## src/rtl/dsa_pkg.sv

```systemverilog
// Shared definitions for the digit-serial adder: FSM encoding, width helper
// and the single-bit full-adder cell used by the digit ripple.
package dsa_pkg;

  typedef enum logic [1:0] {
    IDLE = 2'd0,
    RUN  = 2'd1,
    DONE = 2'd2
  } state_t;

  function automatic int clog2(input int n);
    int r;
    r = 0;
    while ((32'sd1 << r) < n) r = r + 1;
    return r;
  endfunction

  // Returns {carry_out, sum} of x + y + c.
  function automatic logic [1:0] full_adder(input logic x, input logic y, input logic c);
    return {(x & y) | (x & c) | (y & c), x ^ y ^ c};
  endfunction

endpackage

```

## src/rtl/digit_adder.sv

```systemverilog
// Combinational DIGIT-bit ripple of full-adder cells. c_top is the carry
// into the most significant bit of the digit, used for signed overflow.
module digit_adder
  import dsa_pkg::*;
#(
  parameter int DIGIT = 2
) (
  input  logic [DIGIT-1:0] a,
  input  logic [DIGIT-1:0] b,
  input  logic             ci,
  output logic [DIGIT-1:0] s,
  output logic             co,
  output logic             c_top
);

  // Ripple carry through the digit.
  always_comb begin
    logic [DIGIT:0] c_v;
    logic [1:0]     fa_v;
    c_v    = '0;
    fa_v   = 2'b00;
    s      = '0;
    c_v[0] = ci;
    for (int i = 0; i < DIGIT; i++) begin
      fa_v       = full_adder(a[i], b[i], c_v[i]);
      s[i]       = fa_v[0];
      c_v[i + 1] = fa_v[1];
    end
    co    = c_v[DIGIT];
    c_top = c_v[DIGIT-1];
  end

endmodule

```

## src/rtl/digit_serial_adder.sv

```systemverilog
// Digit-serial adder: WIDTH-bit add, DIGIT bits per clock, LSB digit first.
// Define DSA_SUB_EN to add the sub port (a - b via inverted b and carry-in 1).
module digit_serial_adder
  import dsa_pkg::*;
#(
  parameter int WIDTH = 8,
  parameter int DIGIT = 2
) (
  input  logic             clk,
  input  logic             rst_n,
  input  logic             in_valid,
  output logic             in_ready,
  input  logic [WIDTH-1:0] a,
  input  logic [WIDTH-1:0] b,
  input  logic             cin,
`ifdef DSA_SUB_EN
  input  logic             sub,
`endif
  output logic             out_valid,
  input  logic             out_ready,
  output logic [WIDTH-1:0] sum,
  output logic             cout,
  output logic             ovf
);

  localparam int NDIG  = WIDTH / DIGIT;
  localparam int CNT_W = (clog2(NDIG) < 1) ? 1 : clog2(NDIG);

  state_t             state_r;
  logic [WIDTH-1:0]   a_sh_r;
  logic [WIDTH-1:0]   b_sh_r;
  logic               carry_r;
  logic [CNT_W-1:0]   cnt_r;

  logic [WIDTH-1:0]   b_sel_s;
  logic               c_seed_s;
  logic [DIGIT-1:0]   d_sum_s;
  logic               d_co_s;
  logic               d_ctop_s;

  // Operand B and carry seed chosen at accept time.
  always_comb begin
    b_sel_s  = b;
    c_seed_s = cin;
`ifdef DSA_SUB_EN
    if (sub) begin
      b_sel_s  = ~b;
      c_seed_s = 1'b1;
    end else begin
      b_sel_s  = b;
      c_seed_s = cin;
    end
`endif
  end

  digit_adder #(.DIGIT(DIGIT)) u_digit (
    .a     (a_sh_r[DIGIT-1:0]),
    .b     (b_sh_r[DIGIT-1:0]),
    .ci    (carry_r),
    .s     (d_sum_s),
    .co    (d_co_s),
    .c_top (d_ctop_s)
  );

  // Control FSM, operand shifters, carry register and result registers.
  always_ff @(posedge clk or negedge rst_n) begin
    if (!rst_n) begin
      state_r   <= IDLE;
      in_ready  <= 1'b1;
      out_valid <= 1'b0;
      sum       <= '0;
      cout      <= 1'b0;
      ovf       <= 1'b0;
      cnt_r     <= '0;
      carry_r   <= 1'b0;
      a_sh_r    <= '0;
      b_sh_r    <= '0;
    end else begin
      case (state_r)
        IDLE: begin
          if (in_valid && in_ready) begin
            a_sh_r   <= a;
            b_sh_r   <= b_sel_s;
            carry_r  <= c_seed_s;
            cnt_r    <= '0;
            in_ready <= 1'b0;
            state_r  <= RUN;
          end
        end
        RUN: begin
          a_sh_r  <= a_sh_r >> DIGIT;
          b_sh_r  <= b_sh_r >> DIGIT;
          carry_r <= d_co_s;
          for (int k = 0; k < NDIG; k++) begin
            if (cnt_r == CNT_W'(k)) sum[k*DIGIT +: DIGIT] <= d_sum_s;
          end
          if (cnt_r == CNT_W'(NDIG - 1)) begin
            cnt_r   <= '0;
            cout    <= d_co_s;
            ovf     <= d_co_s ^ d_ctop_s;
            state_r <= DONE;
          end else begin
            cnt_r <= cnt_r + CNT_W'(1);
          end
        end
        DONE: begin
          // One settling cycle before presenting the result, then hold it.
          if (!out_valid) begin
            out_valid <= 1'b1;
          end else if (out_ready) begin
            out_valid <= 1'b0;
            in_ready  <= 1'b1;
            state_r   <= IDLE;
          end
        end
        default: begin
          state_r   <= IDLE;
          in_ready  <= 1'b1;
          out_valid <= 1'b0;
          cnt_r     <= '0;
        end
      endcase
    end
  end

endmodule

```

## config.mk

```make
export PLATFORM = sky130hd
export DESIGN_NAME = digit_serial_adder
export DESIGN_NICKNAME = d
export VERILOG_FILES = /design/src/rtl/dsa_pkg.sv /design/src/rtl/digit_adder.sv /design/src/rtl/digit_serial_adder.sv
export SDC_FILE = /design/constraint.sdc
export NUM_CORES = 1
export LEC_CHECK = 0
export BUFFER_PORTS_ARGS = -buffer_cell sky130_fd_sc_hd__buf_2
export CAP_MARGIN = 20
export CORE_ASPECT_RATIO = 1.4
export CORE_MARGIN = 2
export CORE_UTILIZATION = 57
export CTS_CLUSTER_DIAMETER = 120
export DETAILED_ROUTE_END_ITERATION = 12
export MAX_ROUTING_LAYER = met4
export PLACE_DENSITY = 0.83
export SETUP_SLACK_MARGIN = 0.1
export SYNTH_ARGS = -nofsm -noshare
export SYNTH_HDL_FRONTEND = slang
export SYNTH_SLANG_ARGS = --single-unit
```

## constraint.sdc

```tcl
create_clock -name clk -period 4.9 [get_ports clk]
set_clock_uncertainty 0.15 [all_clocks]
set_input_delay 0.735 -clock clk [delete_from_list [all_inputs] [get_ports clk]]
set_output_delay 0.735 -clock clk [all_outputs]
set_load 0.05 [all_outputs]
```

==> results of run 1 <==
## critical path, stage by stage, from the launching register on
cell,delay (ns)
dfrtp_1,0.57
nor2b_1,0.61
buf_4,0.30
mux2_4,0.31
mux2_2,0.26
## cells in the mapped netlist
cell	instances	area (µm²)
dfstp_2	1	26.3
clkbuf_1	2	7.51
a21oi_1	4	20.0
mux2i_1	10	100
xnor2_1	1	8.76
nor2_1	3	11.3
nor2_2	1	6.26
buf_4	1	7.51
ha_1	4	50.1
nand2b_1	1	6.26
nand2_1	15	56.3
o21ai_0	13	65.1
fa_1	2	40.0
a22o_1	2	17.5
and3b_1	1	8.76
dfrtp_1	32	801
nor2b_1	1	6.26
buf_6	2	22.5
mux2_2	14	158
mux2_4	3	45.0
inv_1	12	45.0
nor3_1	1	5.00
nand3b_1	4	30.0
o2bb2ai_1	2	17.5
a22oi_1	2	15.0
## routing by layer
layer / part of all wire, % / wire length [µm] / GRT usage, %
met1: 38 / 1070 / 19.7
met2: 53 / 1500 / 37.7
met3: 6.1 / 171 / 6.56
met4: 2.1 / 60 / 11.1
met5: 0 / 0 / -
## power by group through the flow
stage                     clock network, mW  logic [mW]  registers, mW
final                                 0.172       0.562          0.463
after CTS                             0.177       0.571          0.463
after global routing                  0.192       0.608          0.479
after global placement                    0       0.545          0.459
after detailed placement                  0       0.565          0.468
after floorplan                           0       0.333          0.578
## through the flow
| stage | util (%) | hold slack, ns |
|---|---|---|
| after global placement | 67.0 | 0.307 |
| after floorplan | - | 0.289 |
| after detailed placement | 67.0 | 0.315 |
| final | 69.7 | 0.279 |
| after CTS | 69.7 | 0.302 |
| after global routing | 69.7 | 0.329 |
## worst max-delay path by stage
stage / slack (ns) / endpoint
2_1_floorplan: 3.04 / a_sh_r[2]
3_3_place_gp: 2.65 / a_sh_r[2]
3_5_place_dp: 2.60 / a_sh_r[2]
4_1_cts: 2.59 / a_sh_r[2]
5_1_grt: 2.49 / a_sh_r[2]
6_report: 2.59 / a_sh_r[2]
## flip-flops by register name, summed over array words and instances (netlist names), 2 cells and up
signal and cells:
a_sh_r 8, b_sh_r 8, sum 8, cnt_r 2
state_r 2
## area by class of cell
class | count | area, µm²
clock buffers | 7 | 65.1
clock inverters | 1 | 5.00
fillers | 218 | 793
inverters | 12 | 45.0
multi-input cells | 84 | 667
flip-flops and latches | 33 | 827
well taps | 36 | 45.0
repair buffers | 33 | 168
## logic make-up after synthesis
family,count (synthesis)
flip-flops,33
multiplexers,27
AND/OR/NAND/NOR,27
AO/OA/AOI/OAI,23
buffers and inverters,17
adder cells (fa/ha/maj),6
XOR/XNOR,1
==> key figures, run 1 <==
Timing
  – Final setup vio count: 0
  – RSZ-0062 raised after global routing: no
  – Final WS setup: 2.59 ns
  – Setup TNS: 0 ns
  – Post-layout min period: about 2.3 ns
  – Final Hold Fails: 0
  – Tightest Pin Transition: approximately 0.8 ns
  – Max_slew headroom: between 40% and 50%
  – Slew Limit Fails: 0
  – FMAX: around 430 MHz
  – Final period utilization: a little under half

Detailed routing
  – Post-detailed-route count of antenna-violating nets: 0
  – WL final: ~2800 µm
  – Via count: 1087
  – Initial DRC count: 22
  – DRC errors left: 0
  – Drt pass-1 iters: 5
  – Via density: roughly 5.3
  – Routed len/inst: about 14 µm

Place
  – Dpl ws: ~2.6 ns
  – Placed Area: approximately 1800 µm²
  – Placed cell count: just under 200
  – PortBufs: 32
  – Gpl congestion: about 0.80
  – DP HPWL: about 2100 µm

Die
  – Std cell rows: 22
  – Total die area: 3210 µm²
  – Initial Util: roughly 60%
  – Die X: about 48 µm
  – Total core area: 2620 µm²
  – # IOs: 33
  – Die H: ~66 µm

Power
  – Flop pwr share: between 30% and 40%
  – NetSw: about 500 µW
  – Sw Ratio: 42.3%
  – Internal Power: 691 µW
  – Logic pwr share: between 40% and 50%
  – Tot Pwr: approximately 1.2 mW
  – Peak VDD IR: roughly 360 µV
  – Power per cell area: ~660 nW/µm²
  – Pleak: 0.876 nW
  – Clock share of power: ~14%

Synth
  – Cells after Synth: roughly 130
  – Mapped Area: about 1600 µm²
  – Syn avg cell area: 11.8 µm²
  – Warnings from Yosys: 0
  – Simple-gate share of the synthesized area: between 8 and 9%
  – Compound-Gate Fraction of Synth Area: under 10%
  – Post-Synth XOR/XNOR Area: less than 1%
  – Seq/Total Area, Yosys: ~52%
  – Library cells used by synthesis: 25
  – Multiplexer share of the synthesized area: between 10% and 20%
  – Post-synthesis adder-cell area fraction: 5.71%
  – Syn Nets: ~160
  – Largest family of logic cells by synthesized area: multiplexers
  – FF+latch count, synth: 33

Global route
  – Antenna violations before repair: 0
  – Vias in the first global route: 1145
  – First-pass GRT wire length: about 4800 µm
  – Total global-route track usage: 20.8%
  – Largest net degree at the start of global routing: 34
  – Global route overflow: 0

Clock network
  – Post-CTS Resized: 0
  – Clock Tree Root: clkbuf_4
  – Number of CTS-inserted buffers: 5
  – Clk buf depth: 2
  – Num Clock Sinks: 33
  – CTS tree: built
  – H-tree depth: 2
  – CTS Hold Buffers Added: 0
  – Clk_lat worst skew: 0.34 ns
  – Post-CTS Setup Bufs: 0
  – Clock transition at path regs: about 0.10 ns

Finish
  – Layout cells sized above 1: 35.3%
  – Non-Filler Instances: ~200
  – Area grow syn2layout: 15.6%
  – Final instance area: about 1800 µm²
  – Commonest cells after routing, fill and taps aside: 32 x dfrtp_1, 32 x buf_2, 15 x nand2_1
  – Final nets: between 150 and 200
  – Antenna Cells: 0

Run
  – Max-cap viol count: 0

Critical path
  – Crit Path Class: flip-flop to flip-flop
  – Critical path startpoint: state_r[0]
  – CP max FO: 13
  – Kind of capture point of the worst setup path: flip-flop
  – Reg-to-reg endpoint: a_sh_r[2]
  – Worst R2R Path Depth: 4
  – Reg-to-Reg Start: state_r[0]
  – Startpoint Class: flip-flop
  – Arrival time of the worst setup path: 2.40 ns
  – FF-to-FF setup slack: about 2.6 ns
  – Worst Path Required: between 4 and 5 ns

Hold path
  – Min-delay worst type: primary input to async pin

Run status
  – Outcome: finished clean
(Power assumes the default switching activity.)
==> inputs of run 2 (changes only) <==
Settings changed: ABC_AREA set to 1, CORE_UTILIZATION 57 to 48, PLACE_DENSITY 0.83 to 0.74.
Clock period 4.9 ns to 2 ns, I/O delays scaled along.
==> key figures, run 2 <==
Synth
  – Seq/Total Area, Yosys: 52.7% (+0.21 points)
  – Main synth FF type: dfrtp_1
  – Syn Nets: 216 (+34%)
  – Syn avg cell area: 8.31 µm² (-29%)
  – Post-synth top area share: 51.0% (+0.20 points)
  – Warnings from Yosys: 0 (unchanged)
  – Mapped Area: 1570 µm² (-0.40%)
  – Top cells by count, synth: 98 x nand2_1, 32 x dfrtp_1, 19 x o21ai_0
  – Library cells used by synthesis: 17 (-32%)
  – Post-synth top area cell: dfrtp_1
  – Cells after Synth: 189 (+41%)
  – Most common cell in the netlist: nand2_1
  – Main area contributors after synthesis: dfrtp_1 51%, nand2_1 23%, o21ai_0 6.1%, ha_1 3.2%, inv_1 2.6%
  – Async SR Flop Fraction: 100% (unchanged)
  – FF+latch count, synth: 33 (unchanged)
  – Number of enable flip-flop cells after synthesis: 0 (unchanged)

Detailed routing
  – Initial DRC count: 20 (-9.1%)
  – WL final: 2970 µm (+5.9%)
  – Via density: 4.72 (-11%)
  – Drt pass-1 iters: 4 (-1)
  – Post-detailed-route count of antenna-violating nets: 0 (unchanged)
  – Routed len/inst: 11.2 µm (-18%)
  – Via count: 1250 (+15%)
  – DRC errors left: 0 (unchanged)

Clock network
  – CTS tree: built
  – Clock transition at path regs: 0.06 ns (-0.04 ns)
  – Clk buf depth: 2 (unchanged)
  – Clk_lat worst skew: 0.28 ns (-0.06 ns)
  – H-tree depth: 2 (unchanged)
  – Post-CTS Setup Bufs: 0 (unchanged)
  – Clock Tree Root: clkbuf_8
  – Num Clock Sinks: 33 (unchanged)
  – Number of CTS-inserted buffers: 5 (unchanged)

Place
  – Placed cell count: 257 (+30%)
  – DP HPWL: 2130 µm (+3.0%)
  – Dpl ws: 0.159 ns (-2.44 ns)
  – Gpl congestion: 0.750 (-5.9%)
  – PortBufs: 32 (unchanged)
  – Placed Area: 1750 µm² (-0.36%)

Critical path
  – Crit Path Class: flip-flop to flip-flop
  – Kind of capture point of the worst setup path: flip-flop
  – Crit-path cells: inv_1 > fa_2 > fa_2 > o21ai_0
  – Arrival time of the worst setup path: 1.76 ns (-0.64 ns)
  – Cell mode on critical path: fa_2
  – Worst Path Required: 2.01 ns (-2.97 ns)
  – Critical path buffers and inverters: 1 (unchanged)
  – Cell family with most CP delay: adder cells
  – Startpoint Class: flip-flop
  – Max stage delay cell, worst path: fa_2
  – Crit-path max cell delay: 0.56 ns (-0.05 ns)
  – CP max FO: 4 (-9)

Global route
  – Total global-route track usage: 20.0% (-0.77 points)
  – Largest net degree at the start of global routing: 34 (unchanged)
  – First-pass GRT wire length: 5330 µm (+11%)
  – Antenna violations before repair: 0 (unchanged)
  – Global route overflow: 0 (unchanged)
  – Vias in the first global route: 1275 (+11%)

Timing
  – Final setup vio count: 0 (unchanged)
  – RSZ-0062 raised after global routing: no
  – Max_slew headroom: 51.3% (+4.6 points)
  – Post-layout min period: 1.75 ns (-0.561 ns)
  – WHS: 0.110 ns (-0.170 ns)
  – Slew Limit Fails: 0 (unchanged)
  – Final WS setup: 0.247 ns (-2.34 ns)
  – Tightest Pin Transition: 0.731 ns (-0.0687 ns)
  – Final Hold Fails: 0 (unchanged)
  – Setup TNS: 0 ns (unchanged)
  – FMAX: 570 MHz (+32%)
  – Final period utilization: 87.7% (+40 points)

Die
  – Initial Util: 50.3% (-10 points)
  – Std cell rows: 24 (+9.1%)
  – # IOs: 33 (unchanged)
  – Die H: 71.7 µm (+8.2%)
  – Die X: 52.3 µm (+8.0%)
  – Total core area: 3120 µm² (+19%)
  – Total die area: 3750 µm² (+17%)

Finish
  – Non-Filler Instances: 265 (+29%)
  – # fillers: 322 (+48%)
  – Largest registers: a_sh_r (8), b_sh_r (8), sum (8)
  – Antenna Cells: 0 (unchanged)
  – Most common cell after layout, fill and taps aside: nand2_1
  – Post-route core utilization: 59.1% (-11 points)
  – Layout cells sized above 1: 22.6% (-13 points)
  – Commonest cells after routing, fill and taps aside: 98 x nand2_1, 32 x dfrtp_1, 32 x buf_2
  – Area grow syn2layout: 17.6%
  – Final instance area: 1850 µm² (+1.4%)
  – Final nets: 253 (+29%)

Power
  – Peak VDD IR: 1030 µV (+180%)
  – Pleak: 1.02 nW (+16%)
  – Power per cell area: 1880 nW/µm² (+190%)
  – Tot Pwr: 3.48 mW (+190%)

Run
  – Max-cap viol count: 0 (unchanged)

Run status
  – Outcome: finished clean

Hold path
  – Min-delay worst type: primary input to flip-flop
-- run 2: cell types whose count changed in the layout (fill, tap and decap cells not counted), moves of 5 or more --
cell      delta
mux2_2      -14
nand3_1      +6
nand2_1     +83
mux2i_1     -10
clkbuf_4     -5
-- run 2: repair_timing --
action	in CTS	in global routing
hold endpoints to repair	32	0
setup endpoints to repair	0	6
hold buffers	1	0
gates resized for setup	0	4
-- run 2: cells by family after synthesis --
| group | count (synthesis) | share of synthesized area, % |
|---|---|---|
| compound gates | 21 | 7.41 |
| simple gates | 108 | 26.9 |
| buf+inv | 20 | 6.69 |
| fa+ha+maj | 6 | 5.74 |
| xor+xnor | 1 | 0.558 |
| flops | 33 | 52.7 |
-- run 2: cell type report --
| cell class | instances | area (µm²) | area share [%] |
|---|---|---|---|
| flip-flops and latches | 33 | 827 | 44.8 |
| multi-input cells | 136 | 643 | 34.8 |
| repair buffers | 35 | 185 | 10.0 |
| clock buffers | 7 | 86.3 | 4.67 |
| inverters | 15 | 56.3 | 3.05 |
| well taps | 39 | 48.8 | 2.64 |
-- run 2: routing by layer --
metal | part of all wire [%] | vias up | GRT usage (%)
li1 | - | 654 | -
met1 | 40 | 568 | 20.6
met2 | 54 | 23 | 34.2
met3 | 4.0 | 5 | 5.63
met4 | 2.3 | 0 | 9.40
met5 | 0 | - | -
-- run 2: path summary, 6_finish.rpt --
check	from	endpoint	slack, ns	depth (start not counted)
setup / recovery	a_sh_r[0]	sum[3]	0.25	4
setup reg to reg	a_sh_r[0]	sum[3]	0.25	4
hold reg to reg	in_ready	in_ready	0.32	2
hold / removal	b[6]	b_sh_r[6]	0.11	3
min in group asynchronous	rst_n	b_sh_r[7]	0.46	2
max in group asynchronous	rst_n	cnt_r[1]	0.76	2
-- run 2: power breakdown --
| part | switching [mW] | internal [mW] | leakage [nW] | total (mW) |
|---|---|---|---|---|
| clock network | 0.222 | 0.273 | 0.0443 | 0.495 |
| registers | 0.180 | 0.979 | 0.417 | 1.16 |
| logic | 1.27 | 0.558 | 0.557 | 1.83 |
-- run 2: worst reg2reg max path, stage by stage, from the launching register on --
cell and delay [ns]:
dfrtp_1 0.35, inv_1 0.07, fa_2 0.41, fa_2 0.56, o21ai_0 0.09
